<file path="src/rtl/project_select_ctrl.sv">
// Wishbone-programmable one-hot project activation controller.
// Every switch passes through an all-zero GUARD period before the next design is enabled.
module project_select_ctrl #(
  parameter int unsigned NUM_PROJECTS  = 32,
  parameter logic [31:0] BASE_ADDR     = 32'h3000_0000,
  parameter logic [7:0]  GUARD_DEFAULT = 8'd16
) (
  input  logic                    wb_clk_i,
  input  logic                    wb_rst_i,
  input  logic                    wbs_stb_i,
  input  logic                    wbs_cyc_i,
  input  logic                    wbs_we_i,
  input  logic [3:0]              wbs_sel_i,
  input  logic [31:0]             wbs_adr_i,
  input  logic [31:0]             wbs_dat_i,
  output logic                    wbs_ack_o,
  output logic [31:0]             wbs_dat_o,
  output logic [NUM_PROJECTS-1:0] active,
  output logic                    busy,
  output logic                    switch_irq
);

  typedef enum logic [1:0] {
    StOff   = 2'd0,
    StOn    = 2'd1,
    StGuard = 2'd2
  } state_e;

  localparam logic [1:0] RegSelect = 2'd0;
  localparam logic [1:0] RegStatus = 2'd1;
  localparam logic [1:0] RegGuard  = 2'd2;

  state_e                  state_q, state_d;
  logic [4:0]              cur_q, cur_d;
  logic                    pend_en_q, pend_en_d;
  logic [4:0]              pend_id_q, pend_id_d;
  logic                    err_q, err_d;
  logic [7:0]              guard_q, guard_d;
  logic [7:0]              cnt_q, cnt_d;
  logic                    ack_q, ack_d;
  logic [31:0]             dat_q, dat_d;
  logic [NUM_PROJECTS-1:0] active_q, active_d;
  logic                    busy_q, busy_d;
  logic                    irq_q, irq_d;

  logic        hit, wr, rd;
  logic [1:0]  reg_sel;
  logic [4:0]  wr_id;
  logic        wr_en;
  logic        id_ok;
  logic [31:0] rdata;

  logic unused_bits;
  assign unused_bits = ^{wbs_sel_i, wbs_adr_i[7:4], wbs_adr_i[1:0], wbs_dat_i[30:17],
                         wbs_dat_i[15:8], wbs_dat_i[7:6]};

  always_comb begin
    // ack_q gates the hit so a held strobe completes only every other cycle
    hit     = wbs_cyc_i & wbs_stb_i & (wbs_adr_i[31:8] == BASE_ADDR[31:8]) & ~ack_q;
    wr      = hit & wbs_we_i;
    rd      = hit & ~wbs_we_i;
    reg_sel = wbs_adr_i[3:2];
    wr_id   = wbs_dat_i[4:0];
    wr_en   = wbs_dat_i[31];
    // Bit 5 is included so that ID 32 is rejected rather than aliased to ID 0
    id_ok   = (32'(wbs_dat_i[5:0]) < NUM_PROJECTS);

    unique case (reg_sel)
      RegSelect: rdata = {pend_en_q, 26'd0, pend_id_q};
      RegStatus: rdata = {15'd0, err_q, 6'd0, state_q, 3'd0, cur_q};
      RegGuard:  rdata = {24'd0, guard_q};
      default:   rdata = 32'd0;
    endcase
  end

  always_comb begin
    state_d   = state_q;
    cur_d     = cur_q;
    pend_en_d = pend_en_q;
    pend_id_d = pend_id_q;
    err_d     = err_q;
    guard_d   = guard_q;
    cnt_d     = cnt_q;
    irq_d     = 1'b0;
    ack_d     = hit;
    dat_d     = rd ? rdata : 32'd0;

    if (wr) begin
      unique case (reg_sel)
        RegSelect: begin
          if (!id_ok) begin
            err_d = 1'b1;
          end else begin
            unique case (state_q)
              StOn: begin
                if (!(wr_en && (wr_id == cur_q))) begin
                  pend_en_d = wr_en;
                  pend_id_d = wr_id;
                  cnt_d     = guard_q;
                  state_d   = StGuard;
                end
              end
              StOff: begin
                if (wr_en) begin
                  pend_en_d = 1'b1;
                  pend_id_d = wr_id;
                  cnt_d     = guard_q;
                  state_d   = StGuard;
                end
              end
              StGuard: begin
                pend_en_d = wr_en;
                pend_id_d = wr_id;
              end
              default: state_d = StOff;
            endcase
          end
        end
        RegStatus: begin
          if (wbs_dat_i[16]) begin
            err_d = 1'b0;
          end
        end
        RegGuard: guard_d = wbs_dat_i[7:0];
        default: ;
      endcase
    end

    // Expiry looks at the freshest pending target, including a write landing this cycle
    if (state_q == StGuard) begin
      if (cnt_q == 8'd0) begin
        if (pend_en_d) begin
          cur_d   = pend_id_d;
          state_d = StOn;
          irq_d   = 1'b1;
        end else begin
          state_d = StOff;
        end
      end else begin
        cnt_d = cnt_q - 8'd1;
      end
    end

    for (int unsigned i = 0; i < NUM_PROJECTS; i++) begin
      active_d[i] = (state_d == StOn) && (cur_d == 5'(i));
    end
    busy_d = (state_d == StGuard);
  end

  always_ff @(posedge wb_clk_i) begin
    if (wb_rst_i) begin
      state_q   <= StOff;
      cur_q     <= 5'd0;
      pend_en_q <= 1'b0;
      pend_id_q <= 5'd0;
      err_q     <= 1'b0;
      guard_q   <= GUARD_DEFAULT;
      cnt_q     <= 8'd0;
      ack_q     <= 1'b0;
      dat_q     <= 32'd0;
      active_q  <= '0;
      busy_q    <= 1'b0;
      irq_q     <= 1'b0;
    end else begin
      state_q   <= state_d;
      cur_q     <= cur_d;
      pend_en_q <= pend_en_d;
      pend_id_q <= pend_id_d;
      err_q     <= err_d;
      guard_q   <= guard_d;
      cnt_q     <= cnt_d;
      ack_q     <= ack_d;
      dat_q     <= dat_d;
      active_q  <= active_d;
      busy_q    <= busy_d;
      irq_q     <= irq_d;
    end
  end

  assign wbs_ack_o  = ack_q;
  assign wbs_dat_o  = dat_q;
  assign active     = active_q;
  assign busy       = busy_q;
  assign switch_irq = irq_q;

endmodule

</file>
<file path="config.mk">
export PLATFORM = sky130hd
export DESIGN_NAME = project_select_ctrl
export DESIGN_NICKNAME = d
export VERILOG_FILES = /design/src/rtl/project_select_ctrl.sv
export SDC_FILE = /design/constraint.sdc
export NUM_CORES = 1
export LEC_CHECK = 0
export ABC_CLOCK_PERIOD_IN_PS = 3200
export BUFFER_PORTS_ARGS = -buffer_cell sky130_fd_sc_hd__buf_2
export CORE_AREA = 10 10 95 97
export DETAILED_ROUTE_END_ITERATION = 8
export DIE_AREA = 0 0 105 107
export PLACE_DENSITY_LB_ADDON = 0.25
export SYNTH_ARGS = -nofsm -noshare
export SYNTH_HDL_FRONTEND = slang
export SYNTH_SLANG_ARGS = --single-unit
export TNS_END_PERCENT = 10
</file>
<file path="constraint.sdc">
create_clock -name wb_clk_i -period 3.2 [get_ports wb_clk_i]
set_input_delay 0.32 -clock wb_clk_i [delete_from_list [all_inputs] [get_ports wb_clk_i]]
set_output_delay 0.32 -clock wb_clk_i [all_outputs]
set_load 0.01 [all_outputs]
</file>
* Word level (Yosys, flattened, before mapping)
Cells that the tools add are included. Widths: inputs -> output; s select.
Storage, ports and cells: input bits 73, logic and storage cells 144, output and inout port bits 67, register bits 97
Operators by class: magnitude comparators 1, $add $sub $neg 1, equal/unequal tests 41, reductions and logical operators 42, bitwise logic cells 10, mux-type cells 37
Operators by type and width (count):
- $pmux 32 s3 | 1
- $eq 5x5->1 const B | 16
- $mux 8 | 7
- $eq 5x4->1 const B | 8
- $mux 5 | 8
- $logic_and 1x1->1 | 33
- $eq 24x22->1 const B | 1
- $eq 5x3->1 const B | 4
- $pmux 8 s2 | 1
- $pmux 5 s3 | 1
- $mux 2 | 7
- $eq 5x2->1 const B | 2
- $mux 1 | 9
- $logic_not 8->1 | 1
- $sub 8x1->8 const B | 1
- $eq 2x1->1 const B | 3
- $eq 2x2->1 const B | 3
- $lt 6x6->1 const B | 1
- $pmux 2 s3 | 1
- $and 1x1->1 | 5
- $eq 5x1->1 const B | 1
- $eq 5x5->1 | 1
- $logic_not 5->1 | 1
- $not 1->1 | 5
- 9 further kinds | 11

* Depth between registers and ports, before layout
depth after elaboration 12, mapped depth 10, mapped depth without buffers 9

* Least setup slack after synthesis
Ideal clock, no wire load.
kind input-to-reg, start point input port wbs_adr_i[24], end point register active_q[10], in the netlist active[10], cell stages on the path 9, path slack 276 ps, setup time 144 ps, required time 3056 ps, data arrival time 2781 ps, buffers on the path 2, cell sequence nor4b_1 -> nand4_1 -> or4_1 -> a2111o_1 -> buf_6 -> mux2i_1 -> a22oi_1 -> clkbuf_1 -> nor4_1
Between the ends: word-level cells in the longest chain between the ends 10, elaborated cells on any way between the ends 16, those cells by class eq/ne (3); mux (9); bitwise (3); reduce/logical (1)
Ends and longest elaborated chain:
- start, declared | RTL line 14 | input logic [31:0] wbs_adr_i,
- $eq 24x22->1 * | RTL line 59 | hit = wbs_cyc_i & wbs_stb_i & (wbs_adr_i[31:8] == BASE_ADDR[31:8]) & ~ack_q;
- $and 1x1->1 * (2 in a row) | RTL line 59
- $and 1x1->1 * | RTL line 60 | wr = hit & wbs_we_i;
- $mux 5 / $mux 1 (equally long branches) | RTL line 88 | if (wr) begin
- $mux 5 / $mux 1 (equally long branches) | RTL line 132 | if (pend_en_d) begin
- $mux 5 / $mux 2 (equally long branches) | RTL line 131 | if (cnt_q == 8'd0) begin
- $mux 5 / $mux 2 (equally long branches) | RTL line 130 | if (state_q == StGuard) begin
- $eq 5x4->1 / $eq 2x1->1 (equally long branches) | RTL line 145 | active_d[i] = (state_d == StOn) && (cur_d == 5'(i));
- $logic_and 1x1->1 * | RTL line 145
- end signal, assigned | RTL line 174 | active_q <= active_d;
- end, declared | RTL line 42 | logic [NUM_PROJECTS-1:0] active_q, active_d;
Mark *: on every way between the ends. The rest lies on a longest branch, timed or not. A chain may end at the register's enable or synchronous reset.

* Worst setup path in the final report
start point register ack_q, in the netlist wbs_ack_o, end point register active_q[8], in the netlist active[8]
Between the ends: word-level cells in the longest chain between the ends 9, elaborated cells on any way between the ends 15, those cells by class eq/ne (2); mux (9); bitwise (3); reduce/logical (1)
Ends and longest elaborated chain:
- start, declared | RTL line 40 | logic ack_q, ack_d;
- start signal, assigned | RTL line 172 | ack_q <= ack_d;
- $not 1->1 * | RTL line 59
- $and 1x1->1 * | RTL line 59
- $and 1x1->1 * | RTL line 60
- $mux 5 / $mux 1 (equally long branches) | RTL line 88
- $mux 5 / $mux 1 (equally long branches) | RTL line 132
- $mux 5 / $mux 2 (equally long branches) | RTL line 131
- $mux 5 / $mux 2 (equally long branches) | RTL line 130
- $eq 5x4->1 / $eq 2x1->1 (equally long branches) | RTL line 145
- $logic_and 1x1->1 * | RTL line 145
Marked as above.

==> key figures <==
Run status
  – Result of the run: finished clean

Floorplan
  – Core Area: 7140 µm²
  – Num rows: 31
  – Die width: 105 µm
  – Die outline height: approximately 110 µm
  – Number of top-level pins: 140
  – Area of the die: around 11000 µm²
  – Starting density of the core: 47.0%

Place
  – HPWL Detailed: 6.40 mm
  – Final estimated routing congestion in global placement: 0.831
  – Setup WS pre-CTS: between 0.02 and 0.025 ns
  – IO Port Bufs: between 80 and 90

Run
  – Max-Cap Viols: 0

Logic synthesis
  – Post-Syn Area: 3350 µm²
  – Mean area per synthesized cell: 9.52 µm²
  – Async S/R FF share, synth: 0%
  – Total of flip-flops plus latches after synthesis: between 70 and 80
  – Main flop type after synthesis: sky130_fd_sc_hd__dfxtp_1
  – Portion of the post-synthesis area used by sequential elements: 46.0%
  – Number of enable flip-flop cells after synthesis: 0
  – Number of distinct library cells after synthesis: 52
  – Synthesized instance count: 352
  – Warning count from the yosys run: 0

Drt
  – Wire per inst: around 15 µm
  – Final ANT Viol Nets: 0
  – Total Wirelength: 8.62 mm
  – Router iterations before antenna repair: 4
  – Via count of the routed design: 2889
  – Detail-routed via count per cell: slightly above 5
  – DRC violation count after routing: 0
  – Drt first-iter violations: 169

Power
  – Switching share of power: 24.1%
  – Tot Pwr: between 1500 and 2000 µW
  – Sequential fraction of design power: between 50% and 60%
  – Combinational fraction of design power: 4.3%
  – Clock share of power: 42.2%
  – Power density relative to cell area: 432 nW/µm²
  – Cell-internal power: 1360 µW
  – Cell leakage power: 0.00172 µW
  – Maximum vdd drop: 0.000239 V
  – Net Sw Power: 431 µW

Worst hold path
  – Worst min-delay path class: primary input to register

Critical path
  – Worst path required time: about 3.5 ns
  – Startpoint of the worst-slack reg-to-reg timing path: wbs_ack_o
  – Count of cells along the worst register-to-register path: 7
  – Crit path kind: register to register
  – Worst setup endpoint: active[8]
  – Startpoint of the worst setup timing path: wbs_ack_o
  – Biggest fanout along the worst timing path: 16
  – Crit end category: register
  – FF-to-FF End: active[8]
  – Kind of start point of the critical path: register
  – Arrival @ worst endpoint: between 3 and 4 ns
  – R2R setup slack: 0.22 ns

CTS
  – Hold_buf cts: 0
  – Buffers inserted by post-CTS timing repair: 0
  – Clock latency of the later-clocked register in the worst-skew pair: 0.35 ns
  – Number of clock sinks: 77
  – Bufs on Longest Clock Path: 2
  – Gates resized, CTS repair: 0
  – Number of buffers added by the clock tree synthesis step: 9
  – Clock tree from TritonCTS: built
  – Clock transition at the registers of the reported paths: 0.09 ns
  – Root buffer cell: sky130_fd_sc_hd__clkbuf_8
  – Depth of the CTS H-tree: 3

Timing
  – Hold_ws: approximately 0.21 ns
  – Hold Fails Final Rpt: 0
  – Post-route setup TNS: 0 ns
  – Final critical delay including setup and external delays: 2.98 ns
  – Max Clock Freq: 0.336 GHz
  – Number of max-slew violations in the final report: 0
  – Setup repair after global routing missed its margin: false
  – Number of endpoints failing setup at the final stage: 0
  – Final critical-path share of the clock period: 93.0%
  – Clock Skews: 0.0106 ns
  – Post-route setup slack: about 0.22 ns
  – Actual slew at the worst max-slew pin: 0.748 ns
  – Slew headroom: 49.7%

Global routing
  – Global-route wire length before repair: roughly 14 mm
  – Vias in the first global route: slightly below 3k
  – Maximum number of pins on one net before global-route repair: 34
  – Number of antenna violations at the first check in global routing: 0
  – Aggregate global-route resource usage: between 10% and 20%
  – Global-route congestion overflow total: 0

Final layout
  – Final core utilization: between 50 and 60%
  – Commonest non-fill, non-tap cell in the layout: sky130_fd_sc_hd__buf_2
  – Fill cell total of the finished layout: 654
  – Layout Nets: 528
  – Flip-flop and latch area: 1540 µm²
  – Number of antenna repair diodes: 0
  – Commonest non-fill, non-tap cells in the layout: sky130_fd_sc_hd__buf_2, sky130_fd_sc_hd__dfxtp_1, sky130_fd_sc_hd__nor2_1
  – Signed area change from the synthesized netlist to the final layout: 23.4%
  – Area of the multi-input gates: 1620 µm²
  – Ratio of cells with drive above 1 in the final layout: 32.0%
## worst min path at each step
stage / endpoint / slack, ns / start / depth (start not counted)
after floorplan: state_q[1] / 0.41 / wb_rst_i / 1
after global placement: wbs_dat_o[16] / 0.47 / err_q / 1
after detailed placement: wbs_dat_o[6] / 0.47 / guard_q[6] / 1
after CTS: guard_q[7] / 0.20 / wbs_dat_i[7] / 3
after global routing: guard_q[7] / 0.21 / wbs_dat_i[7] / 3
final: guard_q[7] / 0.21 / wbs_dat_i[7] / 3
## power groups by stage
stage	combinational, µW	clock [µW]	sequential [µW]
global placement	73.3	0	980
finish	76.5	755	957
global route	84.5	820	957
floorplan	53.9	0	980
CTS	75.5	771	957
detailed placement	74.9	0	980
## worst max-delay path: stages (launching register included)
cell	delay (ns)
sky130_fd_sc_hd__dfxtp_1	0.31
sky130_fd_sc_hd__nor4b_1	0.27
sky130_fd_sc_hd__nand4_1	0.20
sky130_fd_sc_hd__or4_1	0.60
sky130_fd_sc_hd__a2111o_1	0.43
sky130_fd_sc_hd__mux2_2	0.34
sky130_fd_sc_hd__mux2_2	0.43
sky130_fd_sc_hd__nor4_1	0.31
## layer usage
layer | part of all wire, % | track usage, % | vias up
met2 | 47 | 25.3 | 108
met3 | 8.0 | 6.59 | 7
met4 | 0.99 | 4.80 | 0
met5 | 0 | 0 | -
li1 | - | - | 1434
met1 | 44 | 17.7 | 1340
## cell type report
class,count,share of cell area [%]
clock buffers,9,2.99
flip-flops and latches,77,37.3
multi-input cells,251,39.2
clock inverters,7,2.00
repair buffers,108,14.9
well taps,99,2.99
inverters,7,0.635
## cells by family after synthesis
kind of cell | after synthesis | share of synthesized area (%)
simple gates | 150 | 25.3
mux | 30 | 9.71
compound gates | 44 | 9.11
other cells | 1 | 0.112
fa+ha+maj | 1 | 0.373
xor+xnor | 6 | 1.57
buf+inv | 43 | 7.84
flops | 77 | 46.0
## synthesized netlist by cell type, types with 3 or more instances
master	instances	area, µm²
sky130_fd_sc_hd__o31ai_1	3	22.5
sky130_fd_sc_hd__xor2_1	3	26.3
sky130_fd_sc_hd__mux2_2	4	45.0
sky130_fd_sc_hd__a31oi_1	4	25.0
sky130_fd_sc_hd__nand3_1	3	15.0
sky130_fd_sc_hd__or4_1	4	30.0
sky130_fd_sc_hd__a21oi_1	13	65.1
sky130_fd_sc_hd__mux2i_1	20	200
sky130_fd_sc_hd__xnor2_1	3	26.3
sky130_fd_sc_hd__nand2_1	16	60.1
sky130_fd_sc_hd__a211oi_1	6	45.0
sky130_fd_sc_hd__buf_2	3	15.0
sky130_fd_sc_hd__or3_1	5	31.3
sky130_fd_sc_hd__nand2b_1	8	50.1
sky130_fd_sc_hd__buf_4	22	165
sky130_fd_sc_hd__nor3_1	8	40.0
sky130_fd_sc_hd__nor2b_1	7	43.8
sky130_fd_sc_hd__clkbuf_1	9	33.8
sky130_fd_sc_hd__and2_1	7	43.8
sky130_fd_sc_hd__nor4_2	10	125
sky130_fd_sc_hd__nor4_1	27	169
sky130_fd_sc_hd__dfxtp_1	77	1540
sky130_fd_sc_hd__o21ai_0	3	15.0
sky130_fd_sc_hd__inv_1	6	22.5
sky130_fd_sc_hd__nor2_1	46	173
## sequential cells by signal, summed over array words and instances (netlist names)
signal and cells:
wbs_dat_o 12, pend_id_q 5, wbs_ack_o 1, active 32
cnt_q 8, busy 1, guard_q 8, state_q 2
switch_irq 1, pend_en_q 1, cur_q 5, err_q 1
## through the flow
stage	cell area, µm²	instances
6_report	4140	558
5_1_grt	4140	558
4_1_cts	4140	558
3_5_place_dp	3930	542
3_3_place_gp	3930	542
2_1_floorplan	3420	371
No activity file was read; power rests on OpenSTA's default activity.
